===== src/rtl/axi_lite_pkg.sv =====
// Shared AXI4-Lite response codes and the mem2axi FSM state encoding.
package axi_lite_pkg;
  localparam logic [1:0] RESP_OKAY   = 2'b00;
  localparam logic [1:0] RESP_EXOKAY = 2'b01;
  localparam logic [1:0] RESP_SLVERR = 2'b10;
  localparam logic [1:0] RESP_DECERR = 2'b11;

  typedef enum logic [2:0] {
    IDLE    = 3'd0,
    WR      = 3'd1,
    WR_RESP = 3'd2,
    RD_ADDR = 3'd3,
    RD_DATA = 3'd4,
    RSP     = 3'd5
  } state_t;
endpackage


===== src/rtl/mem2axi_if.sv =====
// Request/response port plus AXI4-Lite channels of the mem2axi initiator.
interface mem2axi_if #(
  parameter int ADDR_WIDTH = 32,
  parameter int DATA_WIDTH = 32
);
  logic                  i_w_req_valid;
  logic                  o_w_req_ready;
  logic                  i_w_req_we;
  logic [ADDR_WIDTH-1:0] i_w_req_addr;
  logic [DATA_WIDTH-1:0] i_w_req_wdata;
  logic                  o_w_rsp_valid;
  logic                  i_w_rsp_ready;
  logic                  o_w_rsp_we;
  logic [1:0]            o_w_rsp_resp;
  logic [DATA_WIDTH-1:0] o_w_rsp_rdata;
  logic                  o_w_awvalid;
  logic                  i_w_awready;
  logic [ADDR_WIDTH-1:0] o_w_awaddr;
  logic                  o_w_wvalid;
  logic                  i_w_wready;
  logic [DATA_WIDTH-1:0] o_w_wdata;
  logic                  i_w_bvalid;
  logic                  o_w_bready;
  logic [1:0]            i_w_bresp;
  logic                  o_w_arvalid;
  logic                  i_w_arready;
  logic [ADDR_WIDTH-1:0] o_w_araddr;
  logic                  i_w_rvalid;
  logic                  o_w_rready;
  logic [1:0]            i_w_rresp;
  logic [DATA_WIDTH-1:0] i_w_rdata;

  modport master (
    input  i_w_req_valid, i_w_req_we, i_w_req_addr, i_w_req_wdata, i_w_rsp_ready,
    input  i_w_awready, i_w_wready, i_w_bvalid, i_w_bresp,
    input  i_w_arready, i_w_rvalid, i_w_rresp, i_w_rdata,
    output o_w_req_ready, o_w_rsp_valid, o_w_rsp_we, o_w_rsp_resp, o_w_rsp_rdata,
    output o_w_awvalid, o_w_awaddr, o_w_wvalid, o_w_wdata, o_w_bready,
    output o_w_arvalid, o_w_araddr, o_w_rready
  );

  modport slave (
    output i_w_req_valid, i_w_req_we, i_w_req_addr, i_w_req_wdata, i_w_rsp_ready,
    output i_w_awready, i_w_wready, i_w_bvalid, i_w_bresp,
    output i_w_arready, i_w_rvalid, i_w_rresp, i_w_rdata,
    input  o_w_req_ready, o_w_rsp_valid, o_w_rsp_we, o_w_rsp_resp, o_w_rsp_rdata,
    input  o_w_awvalid, o_w_awaddr, o_w_wvalid, o_w_wdata, o_w_bready,
    input  o_w_arvalid, o_w_araddr, o_w_rready
  );
endinterface


===== src/rtl/mem2axi.sv =====
// Single-outstanding AXI4-Lite initiator: turns one memory request into an
// AW/W/B or AR/R transaction and returns the result on a response port.
module mem2axi
  import axi_lite_pkg::*;
#(
  parameter int ADDR_WIDTH = 32,
  parameter int DATA_WIDTH = 32
) (
  input  logic       i_w_aclk,
  input  logic       i_w_areset,
  mem2axi_if.master  bus
);
  if (DATA_WIDTH != 32 && DATA_WIDTH != 64) begin : g_width_check
    $error("mem2axi: DATA_WIDTH must be 32 or 64");
  end

  state_t                r_state, w_state_next;
  logic                  r_awvalid, r_wvalid, r_aw_done, r_w_done, r_bready;
  logic                  r_arvalid, r_rready;
  logic                  r_rsp_valid, r_rsp_we;
  logic [1:0]            r_rsp_resp;
  logic [DATA_WIDTH-1:0] r_rsp_rdata, r_wdata;
  logic [ADDR_WIDTH-1:0] r_addr;

  logic                  w_awvalid_next, w_wvalid_next, w_aw_done_next, w_w_done_next;
  logic                  w_bready_next, w_arvalid_next, w_rready_next;
  logic                  w_rsp_valid_next, w_rsp_we_next;
  logic [1:0]            w_rsp_resp_next;
  logic [DATA_WIDTH-1:0] w_rsp_rdata_next, w_wdata_next;
  logic [ADDR_WIDTH-1:0] w_addr_next;

  logic w_req_hs, w_aw_hs, w_w_hs, w_b_hs, w_ar_hs, w_r_hs, w_rsp_hs, w_wr_done;

  assign w_req_hs  = bus.i_w_req_valid && (r_state == IDLE);
  assign w_aw_hs   = r_awvalid && bus.i_w_awready;
  assign w_w_hs    = r_wvalid && bus.i_w_wready;
  assign w_b_hs    = r_bready && bus.i_w_bvalid;
  assign w_ar_hs   = r_arvalid && bus.i_w_arready;
  assign w_r_hs    = r_rready && bus.i_w_rvalid;
  assign w_rsp_hs  = r_rsp_valid && bus.i_w_rsp_ready;
  // AW and W may finish in either order or together; B waits for both.
  assign w_wr_done = (r_aw_done || w_aw_hs) && (r_w_done || w_w_hs);

  always_ff @(posedge i_w_aclk or posedge i_w_areset) begin
    if (i_w_areset) begin
      r_state     <= IDLE;
      r_awvalid   <= 1'b0;
      r_wvalid    <= 1'b0;
      r_aw_done   <= 1'b0;
      r_w_done    <= 1'b0;
      r_bready    <= 1'b0;
      r_arvalid   <= 1'b0;
      r_rready    <= 1'b0;
      r_rsp_valid <= 1'b0;
      r_rsp_we    <= 1'b0;
      r_rsp_resp  <= RESP_OKAY;
      r_rsp_rdata <= '0;
      r_wdata     <= '0;
      r_addr      <= '0;
    end else begin
      r_state     <= w_state_next;
      r_awvalid   <= w_awvalid_next;
      r_wvalid    <= w_wvalid_next;
      r_aw_done   <= w_aw_done_next;
      r_w_done    <= w_w_done_next;
      r_bready    <= w_bready_next;
      r_arvalid   <= w_arvalid_next;
      r_rready    <= w_rready_next;
      r_rsp_valid <= w_rsp_valid_next;
      r_rsp_we    <= w_rsp_we_next;
      r_rsp_resp  <= w_rsp_resp_next;
      r_rsp_rdata <= w_rsp_rdata_next;
      r_wdata     <= w_wdata_next;
      r_addr      <= w_addr_next;
    end
  end

  always_comb begin
    w_state_next = r_state;
    unique case (r_state)
      IDLE:    if (w_req_hs) w_state_next = bus.i_w_req_we ? WR : RD_ADDR;
      WR:      if (w_wr_done) w_state_next = WR_RESP;
      WR_RESP: if (w_b_hs) w_state_next = RSP;
      RD_ADDR: if (w_ar_hs) w_state_next = RD_DATA;
      RD_DATA: if (w_r_hs) w_state_next = RSP;
      RSP:     if (w_rsp_hs) w_state_next = IDLE;
      default: w_state_next = IDLE;
    endcase
  end

  // Next values of every registered output; each valid holds until its handshake.
  always_comb begin
    w_awvalid_next   = r_awvalid;
    w_wvalid_next    = r_wvalid;
    w_aw_done_next   = r_aw_done;
    w_w_done_next    = r_w_done;
    w_bready_next    = r_bready;
    w_arvalid_next   = r_arvalid;
    w_rready_next    = r_rready;
    w_rsp_valid_next = r_rsp_valid;
    w_rsp_we_next    = r_rsp_we;
    w_rsp_resp_next  = r_rsp_resp;
    w_rsp_rdata_next = r_rsp_rdata;
    w_wdata_next     = r_wdata;
    w_addr_next      = r_addr;
    unique case (r_state)
      IDLE: begin
        if (w_req_hs) begin
          w_addr_next    = bus.i_w_req_addr;
          w_wdata_next   = bus.i_w_req_wdata;
          w_awvalid_next = bus.i_w_req_we;
          w_wvalid_next  = bus.i_w_req_we;
          w_arvalid_next = !bus.i_w_req_we;
          w_aw_done_next = 1'b0;
          w_w_done_next  = 1'b0;
        end
      end
      WR: begin
        if (w_aw_hs) begin
          w_awvalid_next = 1'b0;
          w_aw_done_next = 1'b1;
        end
        if (w_w_hs) begin
          w_wvalid_next = 1'b0;
          w_w_done_next = 1'b1;
        end
        if (w_wr_done) w_bready_next = 1'b1;
      end
      WR_RESP: begin
        if (w_b_hs) begin
          w_bready_next    = 1'b0;
          w_rsp_valid_next = 1'b1;
          w_rsp_we_next    = 1'b1;
          w_rsp_resp_next  = bus.i_w_bresp;
          w_rsp_rdata_next = '0;
        end
      end
      RD_ADDR: begin
        if (w_ar_hs) begin
          w_arvalid_next = 1'b0;
          w_rready_next  = 1'b1;
        end
      end
      RD_DATA: begin
        if (w_r_hs) begin
          w_rready_next    = 1'b0;
          w_rsp_valid_next = 1'b1;
          w_rsp_we_next    = 1'b0;
          w_rsp_resp_next  = bus.i_w_rresp;
          w_rsp_rdata_next = bus.i_w_rdata;
        end
      end
      RSP: begin
        if (w_rsp_hs) w_rsp_valid_next = 1'b0;
      end
      default: ;
    endcase
  end

  assign bus.o_w_req_ready = (r_state == IDLE);
  assign bus.o_w_rsp_valid = r_rsp_valid;
  assign bus.o_w_rsp_we    = r_rsp_we;
  assign bus.o_w_rsp_resp  = r_rsp_resp;
  assign bus.o_w_rsp_rdata = r_rsp_rdata;
  assign bus.o_w_awvalid   = r_awvalid;
  assign bus.o_w_awaddr    = r_addr;
  assign bus.o_w_wvalid    = r_wvalid;
  assign bus.o_w_wdata     = r_wdata;
  assign bus.o_w_bready    = r_bready;
  assign bus.o_w_arvalid   = r_arvalid;
  assign bus.o_w_araddr    = r_addr;
  assign bus.o_w_rready    = r_rready;
endmodule


===== src/flat_wrapper.sv =====
// flat-port wrapper written by rule: the top's interface ports become plain ports
module mem2axi_flat import axi_lite_pkg::*;
#(
  parameter int ADDR_WIDTH = 32,
  parameter int DATA_WIDTH = 32
)
  (i_w_aclk, i_w_areset, bus_i_w_req_valid, bus_i_w_req_we, bus_i_w_req_addr, bus_i_w_req_wdata, bus_i_w_rsp_ready, bus_i_w_awready, bus_i_w_wready, bus_i_w_bvalid, bus_i_w_bresp, bus_i_w_arready, bus_i_w_rvalid, bus_i_w_rresp, bus_i_w_rdata, bus_o_w_req_ready, bus_o_w_rsp_valid, bus_o_w_rsp_we, bus_o_w_rsp_resp, bus_o_w_rsp_rdata, bus_o_w_awvalid, bus_o_w_awaddr, bus_o_w_wvalid, bus_o_w_wdata, bus_o_w_bready, bus_o_w_arvalid, bus_o_w_araddr, bus_o_w_rready);
  mem2axi_if #(.ADDR_WIDTH(ADDR_WIDTH), .DATA_WIDTH(DATA_WIDTH)) bus_i ();
  input  logic i_w_aclk;
  input  logic i_w_areset;
  input wire logic [$bits(bus_i.i_w_req_valid)-1:0] bus_i_w_req_valid;
  input wire logic [$bits(bus_i.i_w_req_we)-1:0] bus_i_w_req_we;
  input wire logic [$bits(bus_i.i_w_req_addr)-1:0] bus_i_w_req_addr;
  input wire logic [$bits(bus_i.i_w_req_wdata)-1:0] bus_i_w_req_wdata;
  input wire logic [$bits(bus_i.i_w_rsp_ready)-1:0] bus_i_w_rsp_ready;
  input wire logic [$bits(bus_i.i_w_awready)-1:0] bus_i_w_awready;
  input wire logic [$bits(bus_i.i_w_wready)-1:0] bus_i_w_wready;
  input wire logic [$bits(bus_i.i_w_bvalid)-1:0] bus_i_w_bvalid;
  input wire logic [$bits(bus_i.i_w_bresp)-1:0] bus_i_w_bresp;
  input wire logic [$bits(bus_i.i_w_arready)-1:0] bus_i_w_arready;
  input wire logic [$bits(bus_i.i_w_rvalid)-1:0] bus_i_w_rvalid;
  input wire logic [$bits(bus_i.i_w_rresp)-1:0] bus_i_w_rresp;
  input wire logic [$bits(bus_i.i_w_rdata)-1:0] bus_i_w_rdata;
  output wire logic [$bits(bus_i.o_w_req_ready)-1:0] bus_o_w_req_ready;
  output wire logic [$bits(bus_i.o_w_rsp_valid)-1:0] bus_o_w_rsp_valid;
  output wire logic [$bits(bus_i.o_w_rsp_we)-1:0] bus_o_w_rsp_we;
  output wire logic [$bits(bus_i.o_w_rsp_resp)-1:0] bus_o_w_rsp_resp;
  output wire logic [$bits(bus_i.o_w_rsp_rdata)-1:0] bus_o_w_rsp_rdata;
  output wire logic [$bits(bus_i.o_w_awvalid)-1:0] bus_o_w_awvalid;
  output wire logic [$bits(bus_i.o_w_awaddr)-1:0] bus_o_w_awaddr;
  output wire logic [$bits(bus_i.o_w_wvalid)-1:0] bus_o_w_wvalid;
  output wire logic [$bits(bus_i.o_w_wdata)-1:0] bus_o_w_wdata;
  output wire logic [$bits(bus_i.o_w_bready)-1:0] bus_o_w_bready;
  output wire logic [$bits(bus_i.o_w_arvalid)-1:0] bus_o_w_arvalid;
  output wire logic [$bits(bus_i.o_w_araddr)-1:0] bus_o_w_araddr;
  output wire logic [$bits(bus_i.o_w_rready)-1:0] bus_o_w_rready;
  assign bus_i.i_w_req_valid = bus_i_w_req_valid;
  assign bus_i.i_w_req_we = bus_i_w_req_we;
  assign bus_i.i_w_req_addr = bus_i_w_req_addr;
  assign bus_i.i_w_req_wdata = bus_i_w_req_wdata;
  assign bus_i.i_w_rsp_ready = bus_i_w_rsp_ready;
  assign bus_i.i_w_awready = bus_i_w_awready;
  assign bus_i.i_w_wready = bus_i_w_wready;
  assign bus_i.i_w_bvalid = bus_i_w_bvalid;
  assign bus_i.i_w_bresp = bus_i_w_bresp;
  assign bus_i.i_w_arready = bus_i_w_arready;
  assign bus_i.i_w_rvalid = bus_i_w_rvalid;
  assign bus_i.i_w_rresp = bus_i_w_rresp;
  assign bus_i.i_w_rdata = bus_i_w_rdata;
  assign bus_o_w_req_ready = bus_i.o_w_req_ready;
  assign bus_o_w_rsp_valid = bus_i.o_w_rsp_valid;
  assign bus_o_w_rsp_we = bus_i.o_w_rsp_we;
  assign bus_o_w_rsp_resp = bus_i.o_w_rsp_resp;
  assign bus_o_w_rsp_rdata = bus_i.o_w_rsp_rdata;
  assign bus_o_w_awvalid = bus_i.o_w_awvalid;
  assign bus_o_w_awaddr = bus_i.o_w_awaddr;
  assign bus_o_w_wvalid = bus_i.o_w_wvalid;
  assign bus_o_w_wdata = bus_i.o_w_wdata;
  assign bus_o_w_bready = bus_i.o_w_bready;
  assign bus_o_w_arvalid = bus_i.o_w_arvalid;
  assign bus_o_w_araddr = bus_i.o_w_araddr;
  assign bus_o_w_rready = bus_i.o_w_rready;
  mem2axi #(.ADDR_WIDTH(ADDR_WIDTH), .DATA_WIDTH(DATA_WIDTH)) u_core (.i_w_aclk(i_w_aclk), .i_w_areset(i_w_areset), .bus(bus_i));
endmodule

===== config.mk =====
export PLATFORM = sky130hd
export DESIGN_NAME = mem2axi_flat
export DESIGN_NICKNAME = d
export VERILOG_FILES = /design/src/rtl/axi_lite_pkg.sv /design/src/rtl/mem2axi_if.sv /design/src/rtl/mem2axi.sv /design/src/flat_wrapper.sv
export SDC_FILE = /design/constraint.sdc
export NUM_CORES = 1
export LEC_CHECK = 0
export BUFFER_PORTS_ARGS = -buffer_cell sky130_fd_sc_hd__buf_4
export CAP_MARGIN = 20
export CORE_UTILIZATION = 48
export DETAILED_ROUTE_END_ITERATION = 6
export HOLD_SLACK_MARGIN = 0.1
export PLACE_DENSITY = 0.89
export SLEW_MARGIN = 30
export SYNTH_ARGS = -nofsm -noshare
export SYNTH_HDL_FRONTEND = slang
export SYNTH_SLANG_ARGS = --single-unit

===== constraint.sdc =====
create_clock -name i_w_aclk -period 7.8 [get_ports i_w_aclk]
set_input_delay 0 -clock i_w_aclk [delete_from_list [all_inputs] [get_ports i_w_aclk]]
set_output_delay 0 -clock i_w_aclk [all_outputs]
set_load 0.01 [all_outputs]

# Word-level counts from Yosys, hierarchy flattened
# Cells that the tools add are included.
word_totals:
  ff_bits: 110
  inputBits: 110
  out_inout_bits: 138
op_classes:
  n_eq_ne: 13
  muxes: 38
  n_reduce_logical: 27
ops:
  columns: ["cell", "n"]
  rows:
  - ["$mux 32", 2]
  - ["$pmux 32 s2", 1]
  - ["$mux 3", 6]
  - ["$pmux 3 s6", 1]
  - ["$reduce_and 3->1", 6]
  - ["$ne 2x1->1 const B", 8]
  - ["$pmux 1 s2", 8]
  - ["$mux 1", 15]
  - ["$reduce_bool 2->1", 5]
  - ["$logic_and 1x1->1", 8]
  - ["$eq 3x2->1 const B", 2]
  - ["$eq 3x3->1 const B", 2]
  - ["$mux 2", 3]
  - ["$reduce_and 6->1", 1]
  - ["$pmux 2 s2", 1]
  - ["$reduce_and 4->1", 1]
  - ["$eq 3x1->1 const B", 1]
  - ["$logic_not 3->1", 1]
  - ["$pmux 1 s3", 1]
  - ["$reduce_bool 3->1", 1]
  - ["$logic_or 1x1->1", 2]
  - ["$reduce_and 2->1", 1]
  - ["$logic_not 1->1", 1]

# Depth between registers and ports, before layout
depth:
  ltp_word: 5
  ltp_mapped: 7
  depth_no_buf: 5

# Worst setup path after synthesis
# No wires, ideal clock.
synth_path:
  kind: "register -> register"
  from: "register u_core.r_state[1]"
  to: "register u_core.r_addr[0] (netlist: u_core.bus.o_w_araddr[0])"
  arrival_time_ns: 1.599
  required_ns: 7.672
  path_slack_ns: 6.074
  stages_incl_launch_ff: 7
  period_less_slack_ns: 1.726
  cell_sequence: "dfrtp_1 > buf_2 > nor3_2 > and2_1 > buf_4 > buf_4 > mux2_1"
synth_between:
  elab_chain_cells: 3
synth_lines:
  columns: ["element", "line_no", "source"]
  rows:
  - ["from (decl)", "mem2axi.sv:17", "state_t r_state, w_state_next;"]
  - ["from (signal assigned)", "mem2axi.sv:61", "r_state <= w_state_next;"]
  - ["$logic_not 3->1 (*)", null, null]
  - ["named net bus_o_w_req_ready", "flat_wrapper.sv:24", "output wire logic [$bits(bus_i.o_w_req_ready)-1:0] bus_o_w_req_ready;"]
  - ["$logic_and 1x1->1", "mem2axi.sv:34", "assign w_req_hs = bus.i_w_req_valid && (r_state == IDLE);"]
  - ["$reduce_and 2->1 (no line) (*)", null, null]
  - ["to (signal assigned)", "mem2axi.sv:74", "r_addr <= w_addr_next;"]
  - ["to (decl)", "mem2axi.sv:23", "logic [ADDR_WIDTH-1:0] r_addr;"]
# Mark *: on every way through the listed nets, which the timed path passes. The rest lies on a longest branch.
# A chain may end at the register's enable or synchronous reset.

# Worst setup path in the final report
layout_path:
  from: "register u_core.r_state[0]"
  to: "register u_core.r_addr[13] (netlist: u_core.bus.o_w_araddr[13])"
layout_between:
  elab_chain_cells: 3
layout_lines:
  columns: ["element", "line_no"]
  rows:
  - ["$logic_not 3->1 (*)", "mem2axi.sv:34, mem2axi.sv:106"]
  - ["$logic_and 1x1->1", "mem2axi.sv:34"]
  - ["$reduce_and 2->1 (no line) (*)", null]
# Every way passes the cells marked *; elsewhere a longest branch is shown, timed or not.

==> impl_metrics.yaml <==
final_layout:
  nNetsFinal: 764
  fillers: 476
  seqCellArea_sq_um: 2750
  syn_to_final_growth_pct: 66.4
  multi_input_area_sq_um: 1410
  final_cells: 769
  drive_gt1_frac: 0.416
  final_common_cell: "buf_4"
  final_cell_mix: "buf_4, dlygate4sd3_1, dfrtp_1, mux2_1, a22o_1"
cts:
  clock_path_buffers: 2
  cts_sinks: 110
  post_cts_resized: 0
  clk_pin_slew_ns: 0.10
  cts_buffers: 9
  clkLatencyLatePin_ns: 0.36
  tritoncts: "built"
  cts_root_buffer: "clkbuf_8"
  h-tree-depth: 3
sta:
  finalSetupTns_ns: 0
  final.setup_skew_ns: 0.0148
  min_period_over_period: 0.289
  finalMaxSlewViolations: 0
  period_minus_slack_ns: 2.25
  finalHoldViolCount: 0
  rsz0062_at_grt: "false"
  setup_violations: 0
  worstMarginPinSlew_ns: 0.880
  fmax_mhz: 444
  slew_headroom: 0.413
setup_path:
  cp-startpoint: "u_core.r_state[0]"
  r2r-start: "u_core.r_state[0]"
  start_kind: "register"
  cp_slowest_cell: "buf_4"
  crit_chain: "nor3_2 > and2_2 > buf_4 > mux2_1"
  endpoint_kind: "register"
  critical_path.top_delay_family: "buffers and inverters"
  reg2reg_to: "u_core.bus.o_w_araddr[13]"
  cp.arrival_ns: 2.49
  r2r_cells: 4
  cp_max_fo: 64
  slowest_delay_ns: 0.66
  critPathKind: "register to register"
  crit_buf_inv: 1
  cp.required_ns: 8.04
  reg2reg_slack_ns: 5.55
min_path:
  hold_end: "u_core.bus.o_w_rsp_we"
  hold_depth: 5
  hold_class: "input pin to register"
  min_from: "bus_i_w_rvalid"
die:
  fp.dieW_microns: 99.0
  fp.dieH_microns: 99.0
  core-area_sq_um: 9200
  dieArea_sq_um: 9800
  initial_core_util: 0.491
  row_count: 35
  io_pins: 248
global_routing:
  busiest_layer: "met2"
  grt_use_total: 0.332
  grt_first_pass_wirelength_microns: 24000
  grt_max_degree: 65
  gr-usage-met2: 0.607
  antenna_found_initial: 1
  use_met1: 0.353
  overflow: 0
  grt_pass1_vias: 4281
  use_met3: 0.0730
logic_synthesis:
  syn_area_per_cell_sq_um: 13.7
  syn_inst: 330
  synth_seq_cells: 110
  ys_warn_count: 0
  synth_nets: 440
  synth.distinct_cells: 30
  yosysSeqAreaShare: 0.609
  synth_area_sq_um: 4520
routing:
  drt_wl_total_microns: 15900
  vias: 4071
  drt-pass1-iter-count: 4
  drc: 0
  vias_per_cell: 5.29
  route.antenna.remaining_nets: 0
  drt_iter0_markers: 198
  wl_per_cell_microns: 20.7
power_and_ir_drop:
  powerDensity_nw_per_um2: 358
  leakagePower_uw: 0.00371
  ir_drop_v: 0.000233
placement:
  place_congestion: 0.908
  dp_hpwl_microns: 8700
  portBuffers: 247
  place_inst: 643
flow_run:
  cap_violations: 0
outcome:
  status: "complete, no violations"
[area by class of cell]
cell class,count,share of cell area
diodes,1,0.000333
clock buffers,10,0.0183
clock inverters,4,0.00965
inverters,3,0.00183
multi-input cells,169,0.188
flip-flops and latches,110,0.366
well taps,111,0.0185
repair buffers,361,0.397
[routing by layer]
layer  share of wire  wire [microns]
met1            0.34            5410
met2            0.54            8640
met3           0.066            1050
met4           0.050             799
met5               0               0
[registers in the layout, indices dropped and copies added, names as in the netlist]
register                  count
u_core.bus.o_w_rsp_resp       2
u_core.r_w_done               1
u_core.bus.o_w_wvalid         1
u_core.bus.o_w_bready         1
u_core.bus.o_w_awvalid        1
u_core.bus.o_w_rsp_valid      1
u_core.r_aw_done              1
u_core.bus.o_w_rsp_rdata     32
u_core.bus.o_w_rready         1
u_core.bus.o_w_arvalid        1
u_core.r_state                3
u_core.bus.o_w_wdata         32
u_core.bus.o_w_rsp_we         1
u_core.bus.o_w_araddr        32
[cell usage after synthesis (all sizes together)]
library cell | n | area share
dfrtp | 110 | 0.61
mux2 | 66 | 0.16
buf | 46 | 0.074
a22o | 32 | 0.062
nand2 | 18 | 0.016
o21ai | 11 | 0.012
nor2 | 9 | 0.0080
a21oi | 8 | 0.0089
a31oi | 7 | 0.0097
inv | 3 | 0.0025
nand2b | 3 | 0.0042
nand3 | 3 | 0.0044
clkbuf | 2 | 0.0017
mux2i | 2 | 0.0044
nor2b | 2 | 0.0028
nor3 | 2 | 0.0033
nor4 | 2 | 0.0061
a31o | 1 | 0.0019
and2 | 1 | 0.0014
and3b | 1 | 0.0019
or3 | 1 | 0.0014
[cell families after synthesis]
group | after synthesis | synth area share
AO/OA/AOI/OAI | 59 | 0.0947
AND/OR/NAND/NOR | 42 | 0.0490
multiplexers | 68 | 0.169
flip-flops | 110 | 0.609
buffers and inverters | 51 | 0.0781
[tightest hold or removal path, stage by stage]
cell and delay [ns]:
buf_4 0.12, nand2_1 0.11, or3_1 0.12, a21oi_1 0.06, nor2_1 0.08
[how the worst max path moves through the flow]
| stage | depth (start not counted) | end | slack, ns |
|---|---|---|---|
| finish | 4 | u_core.bus.o_w_araddr[13] | 5.55 |
| global route | 4 | u_core.bus.o_w_wdata[0] | 5.41 |
| CTS | 4 | u_core.bus.o_w_wdata[6] | 5.60 |
| detailed placement | 4 | u_core.bus.o_w_araddr[4] | 5.64 |
| global placement | 4 | u_core.bus.o_w_araddr[21] | 5.70 |
| floorplan | 1 | u_core.bus.o_w_araddr[0] | 4.90 |
[power breakdown]
group | switching, uW | internal, uW
registers | 217 | 819
logic | 599 | 688
clock network | 187 | 186
total | 1000 | 1690
[metrics by stage]
step / power (uW) / area [sq um] / utilization / setup WS (ns) / hold WS (ns)
2_1_floorplan: 1650 / 4520 / - / 4.90 / 0.0910
3_3_place_gp: 2150 / 6200 / 0.674 / 5.70 / 0.0897
3_5_place_dp: 2200 / 6200 / 0.674 / 5.64 / 0.101
4_1_cts: 2620 / 7520 / 0.817 / 5.60 / 0.135
5_1_grt: 2820 / 7520 / 0.818 / 5.41 / 0.204
6_report: 2700 / 7520 / 0.818 / 5.55 / 0.161
[repair_timing]
| action | 4_1_cts | 5_1_grt |
|---|---|---|
| endpoints found under the hold margin | 154 | 0 |
| setup buffers | 0 | 0 |
| hold buffers | 111 | 0 |
Note: power is estimated with default switching activity, not from simulation.
